==> src/rtl/fifo_read_arbiter_8to1.sv <==
// fifo_read_arbiter_8to1
// Drains eight per-channel FIFOs onto one valid/ready stream. A round-robin
// arbiter grants a non-empty, unmasked channel, pulses its rd_en once, waits
// out the FIFO read latency, captures the word and holds it until accepted.
module fifo_read_arbiter_8to1 #(
    parameter int DATA_WIDTH = 128,
    parameter int RD_LATENCY = 1
) (
    input  logic                  clk,
    input  logic                  rst_n,
    input  logic                  en,
    input  logic [7:0]            ch_mask,
    input  logic [7:0]            empty,
    input  logic [DATA_WIDTH-1:0] fifo_dout0,
    input  logic [DATA_WIDTH-1:0] fifo_dout1,
    input  logic [DATA_WIDTH-1:0] fifo_dout2,
    input  logic [DATA_WIDTH-1:0] fifo_dout3,
    input  logic [DATA_WIDTH-1:0] fifo_dout4,
    input  logic [DATA_WIDTH-1:0] fifo_dout5,
    input  logic [DATA_WIDTH-1:0] fifo_dout6,
    input  logic [DATA_WIDTH-1:0] fifo_dout7,
    output logic [7:0]            rd_en,
    output logic [DATA_WIDTH-1:0] dout,
    output logic [2:0]            dout_addr,
    output logic                  dout_valid,
    input  logic                  dout_ready,
    output logic                  busy
);

    // Latency counter only needs to reach 3 (legal range 1..3).
    localparam logic [1:0] LAT = 2'(RD_LATENCY);

    typedef enum logic [1:0] {
        ST_IDLE  = 2'd0,
        ST_ISSUE = 2'd1,
        ST_WAIT  = 2'd2,
        ST_HOLD  = 2'd3
    } state_t;

    state_t                state_q, state_d;
    logic [2:0]            ptr_q, ptr_d;
    logic [2:0]            sel_q, sel_d;
    logic [1:0]            cnt_q, cnt_d;
    logic [7:0]            rd_en_q, rd_en_d;
    logic [DATA_WIDTH-1:0] dout_q, dout_d;
    logic [2:0]            dout_addr_q, dout_addr_d;
    logic                  dout_valid_q, dout_valid_d;
    logic                  busy_q, busy_d;

    logic [7:0]            eligible;
    logic                  grant_found;
    logic [2:0]            grant_idx;
    logic [2:0]            scan_idx;
    logic [DATA_WIDTH-1:0] fifo_sel;

    assign eligible = ~empty & ch_mask;

    // Round-robin pick: scan downward from ptr+7 to ptr so the lowest offset
    // from ptr is the last (winning) assignment.
    always_comb begin
        grant_found = 1'b0;
        grant_idx   = ptr_q;
        scan_idx    = 3'd0;
        for (int k = 7; k >= 0; k--) begin
            scan_idx = ptr_q + 3'(k);
            if (eligible[scan_idx]) begin
                grant_found = 1'b1;
                grant_idx   = scan_idx;
            end
        end
    end

    // Read-data mux for the channel currently being serviced.
    always_comb begin
        case (sel_q)
            3'd0:    fifo_sel = fifo_dout0;
            3'd1:    fifo_sel = fifo_dout1;
            3'd2:    fifo_sel = fifo_dout2;
            3'd3:    fifo_sel = fifo_dout3;
            3'd4:    fifo_sel = fifo_dout4;
            3'd5:    fifo_sel = fifo_dout5;
            3'd6:    fifo_sel = fifo_dout6;
            default: fifo_sel = fifo_dout7;
        endcase
    end

    // FSM next-state and registered-output computation.
    always_comb begin
        state_d      = state_q;
        ptr_d        = ptr_q;
        sel_d        = sel_q;
        cnt_d        = cnt_q;
        rd_en_d      = rd_en_q;
        dout_d       = dout_q;
        dout_addr_d  = dout_addr_q;
        dout_valid_d = dout_valid_q;
        case (state_q)
            ST_IDLE: begin
                if (en && grant_found) begin
                    sel_d   = grant_idx;
                    rd_en_d = 8'h01 << grant_idx;
                    state_d = ST_ISSUE;
                end
            end
            ST_ISSUE: begin
                rd_en_d = 8'h00;
                cnt_d   = 2'd1;
                state_d = ST_WAIT;
            end
            ST_WAIT: begin
                if (cnt_q == LAT) begin
                    dout_d       = fifo_sel;
                    dout_addr_d  = sel_q;
                    dout_valid_d = 1'b1;
                    state_d      = ST_HOLD;
                end else begin
                    cnt_d = cnt_q + 2'd1;
                end
            end
            ST_HOLD: begin
                if (dout_ready) begin
                    dout_valid_d = 1'b0;
                    ptr_d        = sel_q + 3'd1;
                    state_d      = ST_IDLE;
                end
            end
            default: state_d = ST_IDLE;
        endcase
        busy_d = (state_d != ST_IDLE);
    end

    // State and output registers with asynchronous active-low clear.
    always_ff @(posedge clk or negedge rst_n) begin
        if (!rst_n) begin
            state_q      <= ST_IDLE;
            ptr_q        <= 3'd0;
            sel_q        <= 3'd0;
            cnt_q        <= 2'd0;
            rd_en_q      <= 8'h00;
            dout_q       <= '0;
            dout_addr_q  <= 3'd0;
            dout_valid_q <= 1'b0;
            busy_q       <= 1'b0;
        end else begin
            state_q      <= state_d;
            ptr_q        <= ptr_d;
            sel_q        <= sel_d;
            cnt_q        <= cnt_d;
            rd_en_q      <= rd_en_d;
            dout_q       <= dout_d;
            dout_addr_q  <= dout_addr_d;
            dout_valid_q <= dout_valid_d;
            busy_q       <= busy_d;
        end
    end

    assign rd_en      = rd_en_q;
    assign dout       = dout_q;
    assign dout_addr  = dout_addr_q;
    assign dout_valid = dout_valid_q;
    assign busy       = busy_q;

endmodule

==> config.mk <==
export PLATFORM = sky130hd
export DESIGN_NAME = fifo_read_arbiter_8to1
export DESIGN_NICKNAME = d
export VERILOG_FILES = /design/src/rtl/fifo_read_arbiter_8to1.sv
export SDC_FILE = /design/constraint.sdc
export NUM_CORES = 1
export LEC_CHECK = 0
export CORE_AREA = 5 5 455 457
export DETAILED_ROUTE_END_ITERATION = 8
export DIE_AREA = 0 0 460 462
export GPL_TIMING_DRIVEN = 0
export PLACE_DENSITY_LB_ADDON = 0.3
export SYNTH_ARGS = -nofsm -noshare
export SYNTH_HDL_FRONTEND = slang
export SYNTH_SLANG_ARGS = --single-unit
==> constraint.sdc <==
create_clock -name clk -period 3.59 [get_ports clk]
set_input_delay 0.718 -clock clk [delete_from_list [all_inputs] [get_ports clk]]
set_output_delay 0.718 -clock clk [all_outputs]
set_load 0.01 [all_outputs]
# After elaboration in Yosys (flattened, before gate mapping)

Cells that the tools add are included.

Flip-flop bits (word level): 151
Bits of input ports: 1,044
Output and inout bits: 141
Logic and storage cells: 100

Add/subtract/negate cells: 9
$lt $le $gt $ge: 8
Equal/unequal tests: 14
Shift operators: 1
Muxes and demuxes: 44
Bitwise logic cells: 2
Reductions and logical operators: 13

Operator list:

| kind                                               | number |
|---|---|
| case mux 128 bit (7 select lines)                  | 1 |
| < comparator 3 x 4 -> 1 bit, second input constant | 8 |
| binary-select mux 1 bit (select 3 bit)             | 8 |
| 2-to-1 mux 3 bit                                   | 8 |
| 2-to-1 mux 1 bit                                   | 18 |
| case mux 8 bit (2 select lines)                    | 1 |
| adder 3 bit, second input constant                 | 4 |
| AND reduction 2 bit                                | 5 |
| == test 3 bit, second input constant               | 3 |
| bitwise AND 8 bit                                  | 1 |
| 2-to-1 mux 2 bit                                   | 4 |
| 2-to-1 mux 8 bit                                   | 1 |
| != test 2 bit, second input constant               | 4 |
| NOT 8 bit                                          | 1 |
| case mux 2 bit (4 select lines)                    | 1 |
| nonzero test 2 bit                                 | 4 |
| left shift 1 x 3 -> 8 bit, first input constant    | 1 |
| adder 3 x 1 -> 3 bit, second input constant        | 2 |
| adder 3 x 2 -> 3 bit, second input constant        | 2 |
| == test 3 x 2 -> 1 bit, second input constant      | 2 |
| == test 2 x 1 -> 1 bit, second input constant      | 2 |
| == test 2 bit, second input constant               | 2 |
| case mux 2 bit (2 select lines)                    | 1 |
| == test 3 x 1 -> 1 bit, second input constant      | 1 |
| 6 further kinds                                    | 6 |

# Longest topological paths before layout

Gate-level depths: netlist of run 1.

Word-level depth: 16
Mapped depth: 13
Gate-level depth less buffers: 9

# Worst setup path after synthesis of run 1

No wires, ideal clock.

Path kind: flip-flop to flip-flop
Start point: reg ptr_q[0]
End point: reg busy_q, in the netlist busy
Setup time: 124 ps
Arrival: 2,873 ps
Data required time: 3,466 ps
Path slack: 592 ps
Cell stages (with the launch flop): 12
Path buffers: 3
Period minus slack after synthesis: 2,998 ps
Cells stage by stage: dfrtp_1 > buf_8 > inv_4 > buf_8 > ha_1 > clkbuf_8 > xnor2_1 > mux4_1 > or3_4 > o31ai_4 > o211ai_1 > or2_1

Word-level cells in the longest chain between the ends: 15
Elaborated cells between the ends (all ways): 35
Those cells by class: add/sub: 7; mux: 26; reduce/logical: 2

Ends and longest elaborated chain:

| item                                   | RTL line | source |
|---|---|---|
| from (decl)                            | 41       | `logic [2:0] ptr_q, ptr_d;` |
| from (signal assigned)                 | 146      | `ptr_q <= ptr_d;` |
| adder 3 bit                            | 65       | `scan_idx = ptr_q + 3'(k);` |
| binary-select mux 1 bit (select 3 bit) | 66       | `if (eligible[scan_idx]) begin` |
| 2-to-1 mux 1 bit (not written as such) | 66       |  |
| 2-to-1 mux 1 bit (7 in a row)          | 66       |  |
| 2-to-1 mux 1 bit *                     | 66       |  |
| logical AND 1 bit *                    | 99       | `if (en && grant_found) begin` |
| 2-to-1 mux 2 bit *                     | 99       |  |
| case mux 2 bit (4 select lines) *      | 97       | `case (state_q)` |
| named net state_d[0]                   | 40       | `state_t state_q, state_d;` |
| nonzero test 2 bit *                   | 129      | `busy_d = (state_d != ST_IDLE);` |
| named net busy_d                       | 48       | `logic busy_q, busy_d;` |
| to (signal assigned)                   | 153      | `busy_q <= busy_d;` |
| to (decl)                              | 48       |  |

The timed path passes the listed nets; every way through them passes the cells marked *. The select of a mux whose other input is x is not followed.
A chain may end at the register's enable or synchronous reset.

# Worst setup path in the final report of run 1

Start point: reg sel_q[2]
End point: reg dout_q[51], in the netlist dout[51]

Word-level cells in the longest chain between the ends: 2
Elaborated cells between the ends (all ways): 8
Those cells by class: eq/ne: 6; mux: 1; reduce/logical: 1

Ends and longest elaborated chain:

| item                                        | RTL line | source |
|---|---|---|
| from (decl)                                 | 42       | `logic [2:0] sel_q, sel_d;` |
| from (signal assigned)                      | 147      | `sel_q <= sel_d;` |
| == test 3 bit, or another cell as far along | 75       | `case (sel_q)` |
| case mux 128 bit (7 select lines) *         | 75       |  |
| to (signal assigned)                        | 150      | `dout_q <= dout_d;` |
| to (decl)                                   | 45       | `logic [DATA_WIDTH-1:0] dout_q, dout_d;` |

Mark *: on every way between the ends. The rest lies on a longest branch, timed or not.

==> results of run 1 <==
## layout make-up
type                       instances  area share, %
clock buffer                      19           1.47
multi-input combinational       1039           29.5
buffer                           163           3.48
sequential                       151           12.5
timing repair buffer            1208           40.5
inverter                          13          0.212
tap                             2688           11.2
antenna                           69          0.573
clock inverter                    13          0.577
## metal layers
metal  vias up  wire [um]
met5         -        876
met4       134       4410
met3       419      25600
met2      1624     115000
met1     10300      97300
li1       8270          -
## cells in the mapped netlist (2+ instances only)
master and n:
clkbuf_8 5, buf_6 6, dfrtp_1 151, nand2_1 51, a221oi_1 2, nand2b_1 2, a21oi_1 14, o21ai_0 19
xnor2_1 3, a211oi_1 4, nor2b_1 7, or2b_2 4, a222oi_1 176, buf_8 2, a32o_1 3, nor3b_1 3
mux4_1 6, a22oi_1 83, a31oi_1 125, mux2_2 278, buf_1 4, ha_1 8, clkinv_1 2, o41ai_1 8
nor2_1 129, inv_1 10, nor2b_4 3, mux4_2 9, clkbuf_1 147, o32ai_1 2, a22o_1 47, o31ai_1 2
nand3_1 10, mux2i_1 13
## stage by stage
step / setup TNS [ns] / instances / hold WS (ns) / utilization, % / cell area, um2
6_report: -0.0124 / 5363 / 0.492 / 14.8 / 30100
5_1_grt: 0 / 5306 / 0.522 / 14.8 / 30000
4_1_cts: 0 / 5293 / 0.498 / 14.7 / 29900
3_5_place_dp: -383.14 / 5260 / 0.477 / 14.3 / 29000
3_3_place_gp: -1688.98 / 5241 / 0.474 / 14.1 / 28600
2_1_floorplan: 0 / 1369 / 0.422 / - / 13400
## state kept, by name, indices dropped and copies added (netlist names)
register and count:
busy 1, sel_q 3, cnt_q 2, state_q 2, ptr_q 3, dout_addr 3
dout 128, dout_valid 1, rd_en 8
## power groups by stage
stage          Sequential (W)  Combinational [W]  Clock, W
6_report              0.00317             0.0185   0.00232
5_1_grt               0.00325             0.0193   0.00244
4_1_cts               0.00316             0.0190   0.00243
3_5_place_dp          0.00318             0.0186         0
3_3_place_gp          0.00316             0.0183         0
2_1_floorplan         0.00336            0.00697         0
## worst register-to-register path, stage by stage (launching register included)
cell      delay (ns)
dfrtp_1         0.40
clkbuf_2        0.41
clkbuf_1        1.14
mux2_2          0.46
a222oi_1        0.86
a31oi_1         0.18
## repair_timing
action	4_1_cts	5_1_grt
endpoints found under the hold margin	37	0
pin swaps	16	1
setup buffers	3	0
gates cloned	0	0
hold buffers	1	0
setup endpoints to repair	134	13
resized for setup	82	3
## worst max-delay path by stage
stage                                 to  slack [ns]  cells after the start            startpoint
floorplan                 busy$_DFF_PN0_        0.59                     11  ptr_q[0]$_DFFE_PN0P_
CTS                 dout[19]$_DFFE_PN0P_        0.02                      6  sel_q[1]$_DFFE_PN0P_
finish              dout[51]$_DFFE_PN0P_       -0.01                      5  sel_q[2]$_DFFE_PN0P_
global route              busy$_DFF_PN0_       0.004                     11  ptr_q[1]$_DFFE_PN0P_
global placement          busy$_DFF_PN0_       -7.39                      1                 rst_n
detailed placement  dout[98]$_DFFE_PN0P_       -3.56                     10  sel_q[2]$_DFFE_PN0P_
## kinds of logic after synthesis
group / Yosys count / synth area share [%]
DFF: 151 / 28.1
AOI/OAI and AO/OA: 503 / 30.7
xor gates and xnor gates: 5 / 0.382
muxes: 307 / 27.1
and+or+nand+nor: 216 / 6.96
adders and majority gates: 8 / 0.746
buffers and inverters: 179 / 6.01
==> results.md, run 1 <==
- Status: complete, but fails checks
- Failing checks: max-capacitance violations, max-slew violations, negative setup slack
- Sequential cell area: 3780 um2
- Switching power: 0.0136 W
- # IOs: 1,185
- Dominant cells by area after synthesis: dfrtp_1 28%, mux2_2 23%, a222oi_1 13%
- GPL Wtd Cong: 0.862
- Met1 global-route usage: 25.9%
- Top cell type by total area after synthesis: dfrtp_1
- Worst-path fanout max: 10
- Root buffer cell: clkbuf_16
- CTS tree: yes
- Crit-path cells: clkbuf_2, clkbuf_1, mux2_2, a222oi_1, a31oi_1
- Endpoints failing hold: 0
- Sequential power share: 13.2%
- Synth warnings: 0
- Hold path cells: 2
- Clock buffer depth: 2
- Netlist Area Pre-Place: 13,400 um2
- Launching point of the worst reg2reg path: sel_q[2]$_DFFE_PN0P_
- Pin count of the biggest net entering global routing: 70
- Mapped Avg Cell Area: 9.81 um2
- Min Tclk post-route: 3.60 ns
- First-pass GRT wire length: 286,000 um
- Worst slew pin tran: 1.51 ns
- Chip width: 460 um
- CP peak stage delay: 1.14 ns
- RSZ-0062 raised after global routing: false
- Combinational power share: 77.1%
- Primary FF master, synth: dfrtp_1
- Grt ovf: 0
- GR peak layer: met2
- Starting density of the core: 6.61%
- Pleak: 10.3 nW
- Max Cap Viol: 1
- Crit path DAT: 4.02 ns
- HPWL after DPL: 214,000 um
- Cells after Synth: 1,369
- # fillers: 23,000
- Cell internal pwr: 0.0104 W
- Clock power frac: 9.7%
- Clk sinks: 151
- Slew Viols, Final: 10
- # DRC: 0
- Initial antenna violation count: 286
- Post-synth ARST share: 100%
- Startpoint types: flip-flop
- Clk_lat worst skew: 0.59 ns
- Setup ws final: -0.0124 ns
- Nets: 3,645
- Vias: 20,800
- Reg clk slew, reported paths: 0.09 ns
- Inserted Clock Buffers: 17
- Syn Nets: 2,421
- Final Cycle Share: 100%
- IO buf count: 1,184
- Vias in the first global route: 20,400
- Required @ worst endpoint: 4.01 ns
- Bufs and invs on worst path: 2
- Cell variety after synth: 65
- Die footprint: 213,000 um2
- M2 GR Usage: 37.1%
- Gr usage total: 21.9%
- Crit end category: flip-flop
- Hold Path Class: flip-flop to flip-flop
- Hold path endpoint: dout[62]$_DFFE_PN0P_
- P per Cell Area: 795 nW/um2
- Worst Min Path Start: dout[62]$_DFFE_PN0P_
- Layout cells sized above 1: 17.4%
- Slowest CP cell: clkbuf_1
- Crit path kind: flip-flop to flip-flop
- Wire per inst: 45.3 um
- Drt pass-1 iters: 9
- Layout area overhead: 124%
- Routed vias/inst: 3.87
- Placement Rows: 166
- Multi-input logic area: 8880 um2
- #FFs+latches synth: 151
- Die height: 462 um
- H-tree levels: 4
- Pwr Total: 0.0240 W
- Sw frac: 56.7%
- Clk_skew: 0.0250 ns
- Worst reg2reg setup slack: -0.01 ns
- Core area: 203,000 um2
- Initial drt markers: 2,675
- Slew HR: -0.435%
- R2r worst-path depth: 5
- Final setup viols: 1
- CP top delay family: buffers and inverters
- Most frequent cells in the layout: 1,183 x clkdlybuf4s50_1, 278 x mux2_2, 176 x a222oi_1
- EDFF count, synth: 0
- Post-DRT Antenna Nets: 0
- Top cell type's share of synthesized area: 28.1%
- R2r endpoint: dout[51]$_DFFE_PN0P_
- Routed WL: 243,000 um
- Most common cell after layout, fill and taps aside: clkdlybuf4s50_1
- Part of the Yosys area used for sequential elements: 28.1%
- Fmax: 278 MHz
- Worst VDD drop: 0.400 mV
- M3 GR Usage: 9.73%
- Pre-CTS setup slack: -3.56 ns
Power figures use the tool's default switching activity.
==> inputs of run 2 (changes only) <==
- ABC_AREA: unset -> 1
- CAP_MARGIN: unset -> 20
- CORE_AREA: 5 5 455 457 -> 5 5 461 463
- DIE_AREA: 0 0 460 462 -> 0 0 466 468
- PLACE_DENSITY_LB_ADDON: 0.3 -> unset
==> run 2 against run 1 <==
Effect of this change: the run now ends clean; combinational power rose by 3%; count of clock-buffer cells in the layout shrank 2; clock skew is 0.0033 ns lower; die area grew 2.6%.
==> results.md, run 2 <==
- Bufs and invs on worst path: 6
- Worst reg2reg setup slack: 0.13 ns
- Pre-CTS setup slack: -0.737 ns
- Vias in the first global route: 21,800
- Slew HR: 17.0%
- Mapped Avg Cell Area: 6.76 um2
- H-tree levels: 4
- Required @ worst endpoint: 4.06 ns
- Worst VDD drop: 0.294 mV
- Final setup viols: 0
- Worst slew pin tran: 1.25 ns
- Final Util: 14.2%
- HPWL after DPL: 211,000 um
- Core area: 208,000 um2
- Slowest CP cell: clkbuf_1
- RSZ-0062 raised after global routing: true
- Cells after Synth: 1,807
- Most common cell after layout, fill and taps aside: clkdlybuf4s50_1
- Routed vias/inst: 3.59
- Post-DRT Antenna Nets: 0
- Clk sinks: 151
- R2r worst-path depth: 12
- Setup ws final: 0.131 ns
- Pin count of the biggest net entering global routing: 77
- Fmax: 289 MHz
- Final Cycle Share: 96.3%
- Clk_skew: 0.0217 ns
- Root buffer cell: clkbuf_16
- Slew Viols, Final: 0
- Part of the Yosys area used for sequential elements: 30.9%
- # DRC: 0
- Netlist Area Pre-Place: 12,200 um2
- GPL Wtd Cong: 0.911
- Crit end category: flip-flop
- Post-route cell area: 29,700 um2
- Launching point of the worst reg2reg path: sel_q[0]$_DFFE_PN0P_
- Synth warnings: 0
- First-pass GRT wire length: 278,000 um
- Inserted Clock Buffers: 17
- Chip width: 466 um
- CTS tree: yes
- CP peak stage delay: 0.80 ns
- Die height: 468 um
- # Post-CTS Setup Buffers: 0
- IO buf count: 1,184
- CP top delay family: buffers and inverters
- Dominant cells by area after synthesis: dfrtp_1 31%, nand2_1 23%, a221oi_1 6.4%
- Worst-path fanout max: 10
- Crit path DAT: 3.93 ns
- Cell variety after synth: 39
- Top cells by count, synth: 744 x nand2_1, 151 x dfrtp_1, 135 x o21ai_0
- Status: finished, final reports clean
- EDFF count, synth: 0
- # IOs: 1,185
- Die footprint: 218,000 um2
- Syn Nets: 2,859
- Crit path kind: flip-flop to flip-flop
- Initial antenna violation count: 205
- Top cell type's share of synthesized area: 30.9%
- Crit-path cells: inv_1, ha_1, nand2_1, inv_1, clkbuf_4, buf_12, clkbuf_1, a221oi_1, buf_4, nand4_1, a21oi_1, o21ai_0
- Vias: 21,400
- Post-synth ARST share: 100%
- R2r endpoint: dout[73]$_DFFE_PN0P_
- Layout cells sized above 1: 7.27%
- Layout area overhead: 143%
- Wire per inst: 39.3 um
- P per Cell Area: 817 nW/um2
- Endpoints failing hold: 0
- Pleak: 10.8 nW
- Placement Rows: 168
- Grt ovf: 0
- Hold Worst Slack: 0.171 ns
- Nets: 4,120
- Crit-path most repeated cell: inv_1
- Placed cell area: 28,700 um2
- Primary FF master, synth: dfrtp_1
- Initial drt markers: 1,884
- Setup TNS Final: 0 ns
- Clk_lat worst skew: 0.58 ns
- #FFs+latches synth: 151
- Reg clk slew, reported paths: 0.09 ns
- Starting density of the core: 5.87%
- Startpoint types: flip-flop
- Drt pass-1 iters: 6
- Gr usage total: 20.6%
- Hold Path Class: primary input to asynchronous set/reset pin
- Count leader, synth: nand2_1
- Clock buffer depth: 2
- Min Tclk post-route: 3.46 ns
- Largest register FFs: 128
- Most frequent cells in the layout: 1,183 x clkdlybuf4s50_1, 742 x nand2_1, 151 x dfrtp_1
- Top cell type by total area after synthesis: dfrtp_1
- Max Cap Viol: 0
- Routed WL: 234,000 um
[run 2: cell types whose count changed after synthesis, moves of 35 or more]
cell,previous run,this run
nand2_1,51,744
mux2_2,278,0
a22o_1,47,82
a22oi_1,83,0
a222oi_1,176,0
nor2_1,129,8
a221oi_1,2,90
nand3_1,10,79
a21oi_1,14,94
a211oi_1,4,39
nand4_1,1,124
a31oi_1,125,1
o21ai_0,19,135
[run 2: metrics by stage]
step / total power [W] / cells
after global placement: 0.0215 / 5796
after CTS: 0.0251 / 5886
after global routing: 0.0258 / 5904
after floorplan: 0.00967 / 1807
after detailed placement: 0.0226 / 5855
final: 0.0242 / 5955
[run 2: worst max path at each step]
stage	startpoint	end	slack, ns	cells past startpoint
floorplan	ptr_q[0]$_DFFE_PN0P_	sel_q[2]$_DFFE_PN0P_	1.28	15
global placement	rst_n	sel_q[2]$_DFFE_PN0P_	-7.09	1
detailed placement	sel_q[2]$_DFFE_PN0P_	dout[34]$_DFFE_PN0P_	-0.74	10
CTS	sel_q[0]$_DFFE_PN0P_	dout[79]$_DFFE_PN0P_	-0.05	11
global route	sel_q[0]$_DFFE_PN0P_	dout[73]$_DFFE_PN0P_	-0.02	12
finish	sel_q[0]$_DFFE_PN0P_	dout[73]$_DFFE_PN0P_	0.13	12
[run 2: logic make-up (layout without fill, tap and decap cells)]
group                      count (synthesis)  count (layout)  share of synthesized area (%)
adders and majority gates                  8               8                          0.819
DFF                                      151             151                           30.9
and+or+nand+nor                         1001            1001                           36.7
xor gates and xnor gates                   3               3                          0.399
buffers and inverters                    191            1464                           6.17
other                                      0              70                              0
AOI/OAI and AO/OA                        452             452                           24.9
muxes                                      1               1                         0.0819
[run 2: power breakdown]
group	switching, W	internal [W]
clock network	0.00112	0.00104
registers	0.000510	0.00255
logic	0.0128	0.00624
[run 2: routing by layer]
| layer | GRT usage, % | vias up | part of all wire [%] |
|---|---|---|---|
| li1 | - | 9028 | - |
| met1 | 23.1 | 10300 | 38 |
| met2 | 35.3 | 1555 | 48 |
| met3 | 8.28 | 422 | 10 |
| met4 | 6.96 | 104 | 3.8 |
| met5 | 0 | - | 0.30 |
[run 2: what timing repair did]
item                                    CTS  global route
cloned                                    0             0
pin swaps                                 6             2
endpoints found under the setup margin  117            19
hold buffers                              0             0
gates resized for setup                  40            19
[run 2: cell type report]
| class | count | area [um2] |
|---|---|---|
| fillers | 23900 | 179000 |
| repair buffers | 1243 | 12900 |
| multi-input cells | 1465 | 7840 |
| flip-flops and latches | 151 | 3780 |
| well taps | 2805 | 3510 |
| plain buffers | 144 | 689 |
| clock buffers | 17 | 425 |
| inverters | 46 | 178 |
| diodes | 70 | 175 |
| clock inverters | 14 | 165 |
==> inputs of run 3 (changes only) <==
- clock period: 3.59 -> 3.82 ns (I/O delays scaled with it)
==> run 3 against run 2 <==
Effect of this change: cell count up 0.10%; final area shrank 0.39%; combinational power decreased by 6%; clock power is 6% lower; critical path depth is 1 lower; count of clock-buffer cells in the layout stayed put; non-clock buffer count rose by 1; critical endpoint is now dout[81]$_DFFE_PN0P_.
==> results.md, run 3 (synthesis results as in run 2) <==
- Status: finished, final reports clean
- Initial antenna violation count: 207
- Chip width: 466 um
- Pin count of the biggest net entering global routing: 77
- Drt pass-1 iters: 6
- Worst VDD drop: 0.275 mV
- IO buf count: 1,184
- Grt ovf: 0
- Combinational power share: 78.4%
- First-pass GRT wire length: 278,000 um
- Clk_lat worst skew: 0.58 ns
- Crit-path cells: inv_1, ha_1, nand2_1, inv_1, clkbuf_2, buf_12, clkbuf_1, a221oi_1, nand4_1, a21oi_1, o21ai_0
- Final setup viols: 0
- Die height: 468 um
- Slowest CP cell: a221oi_1
- Fmax: 273 MHz
- Starting density of the core: 5.87%
- Post-DRT Antenna Nets: 0
- Layout area overhead: 142%
- Endpoints failing hold: 0
- R2r endpoint: dout[81]$_DFFE_PN0P_
- # DRC: 0
- Launching point of the worst reg2reg path: sel_q[0]$_DFFE_PN0P_
- Clk_skew: 0.0214 ns
- Placed cell area: 28,700 um2
- Clk sinks: 151
- CTS tree: yes
- Sw frac: 59.5%
- Min Tclk post-route: 3.66 ns
- Final Cycle Share: 95.8%
- Root buffer cell: clkbuf_16
- Nets: 4,121
- R2r worst-path depth: 11
- Wire per inst: 39.2 um
- Worst slew pin tran: 1.26 ns
- GPL Wtd Cong: 0.911
- Setup TNS Final: 0 ns
- Cell internal pwr: 0.00918 W
- P per Cell Area: 767 nW/um2
- CP peak stage delay: 1.04 ns
- Largest register FFs: 128
- Hold Path Class: primary input to asynchronous set/reset pin
- Placed cells: 5,855
- Crit path DAT: 4.07 ns
- Routed vias/inst: 3.59
- Crit end category: flip-flop
- Vias: 21,400
- Placement Rows: 168
- Core area: 208,000 um2
- Reg clk slew, reported paths: 0.09 ns
- Max Cap Viol: 0
- Most common cell after layout, fill and taps aside: clkdlybuf4s50_1
- Initial drt markers: 2,003
- Startpoint types: flip-flop
- H-tree levels: 4
- Clock power frac: 9.0%
- Post-route cell area: 29,500 um2
- Most frequent cells in the layout: 1,183 x clkdlybuf4s50_1, 744 x nand2_1, 151 x dfrtp_1
- Final std cells w/o fill: 5,961
- Inserted Clock Buffers: 17
- Pleak: 10.8 nW
- Crit path kind: flip-flop to flip-flop
- # fillers: 23,900
- Die footprint: 218,000 um2
- # IOs: 1,185
- Worst-path fanout max: 10
- Vias in the first global route: 21,800
- Routed WL: 234,000 um
- Multi-input logic area: 7760 um2
- Slew Viols, Final: 0
- Sequential cell area: 3780 um2
- Slew HR: 15.9%
- Layout cells sized above 1: 6.59%
- Sequential power share: 12.7%
- HPWL after DPL: 211,000 um
- Worst reg2reg setup slack: 0.16 ns
- Switching power: 0.0135 W
- Clock buffer depth: 2
- Required @ worst endpoint: 4.23 ns
- Crit-path most repeated cell: inv_1
- Gr usage total: 20.6%
## run 3: cell count changes in the layout (fill, tap and decap cells not counted), sizes merged
cell	before	now
clkbuf	134	135
diode	70	75
## run 3: metrics by stage
step	setup WS (ns)	hold slack [ns]	power [W]	utilization [%]
after floorplan	1.51	0.464	0.00909	-
after global placement	-6.90	0.468	0.0202	13.2
after detailed placement	-0.507	0.470	0.0212	13.8
after CTS	0.0251	0.166	0.0235	14.1
after global routing	-0.00323	0.216	0.0241	14.1
final	0.160	0.216	0.0227	14.2
## run 3: what timing repair did
action,4_1_cts,5_1_grt
buffers inserted,0,0
hold buffers,0,0
endpoints found under the setup margin,60,3
resized for setup,21,3
pin swaps,2,0
hold endpoints to repair,0,0
## run 3: area by class of cell
type	count	area share, %
Timing Repair Buffer	1243	43.6
Multi-Input combinational cell	1465	26.3
Sequential cell	151	12.8
Tap cell	2805	11.9
Buffer	145	2.19
Clock buffer	17	1.44
Antenna cell	75	0.635
Inverter	46	0.602
Clock inverter	14	0.559
## run 3: worst max path at each step
stage / slack (ns) / start / end
4_1_cts: 0.03 / sel_q[0]$_DFFE_PN0P_ / dout[79]$_DFFE_PN0P_
6_report: 0.16 / sel_q[0]$_DFFE_PN0P_ / dout[81]$_DFFE_PN0P_
3_3_place_gp: -6.90 / rst_n / sel_q[2]$_DFFE_PN0P_
2_1_floorplan: 1.51 / ptr_q[0]$_DFFE_PN0P_ / sel_q[2]$_DFFE_PN0P_
3_5_place_dp: -0.51 / sel_q[2]$_DFFE_PN0P_ / dout[34]$_DFFE_PN0P_
5_1_grt: -0.003 / sel_q[0]$_DFFE_PN0P_ / dout[37]$_DFFE_PN0P_
## run 3: per-layer routing
metal	share of wire (%)	GRT usage, %	up-vias
li1	-	-	9045
met1	38	23.1	10200
met2	47	35.1	1615
met3	10	8.34	433
met4	4.0	7.31	104
met5	0.30	0	-
## run 3: power groups by stage
stage	Sequential (W)	Combinational [W]	Clock [W]
detailed placement	0.00289	0.0184	0
floorplan	0.00313	0.00596	0
CTS	0.00286	0.0185	0.00217
global route	0.00295	0.0190	0.00220
global placement	0.00286	0.0174	0
finish	0.00287	0.0178	0.00203
## run 3: critical path, delay by kind of cell, from the launching register on
kind / cells / cell delay, ns
flip-flops: 1 / 0.39
buffers and inverters: 5 / 1.22
AND/OR/NAND/NOR: 2 / 0.25
AO/OA/AOI/OAI: 3 / 1.29
adder cells (fa/ha/maj): 1 / 0.31
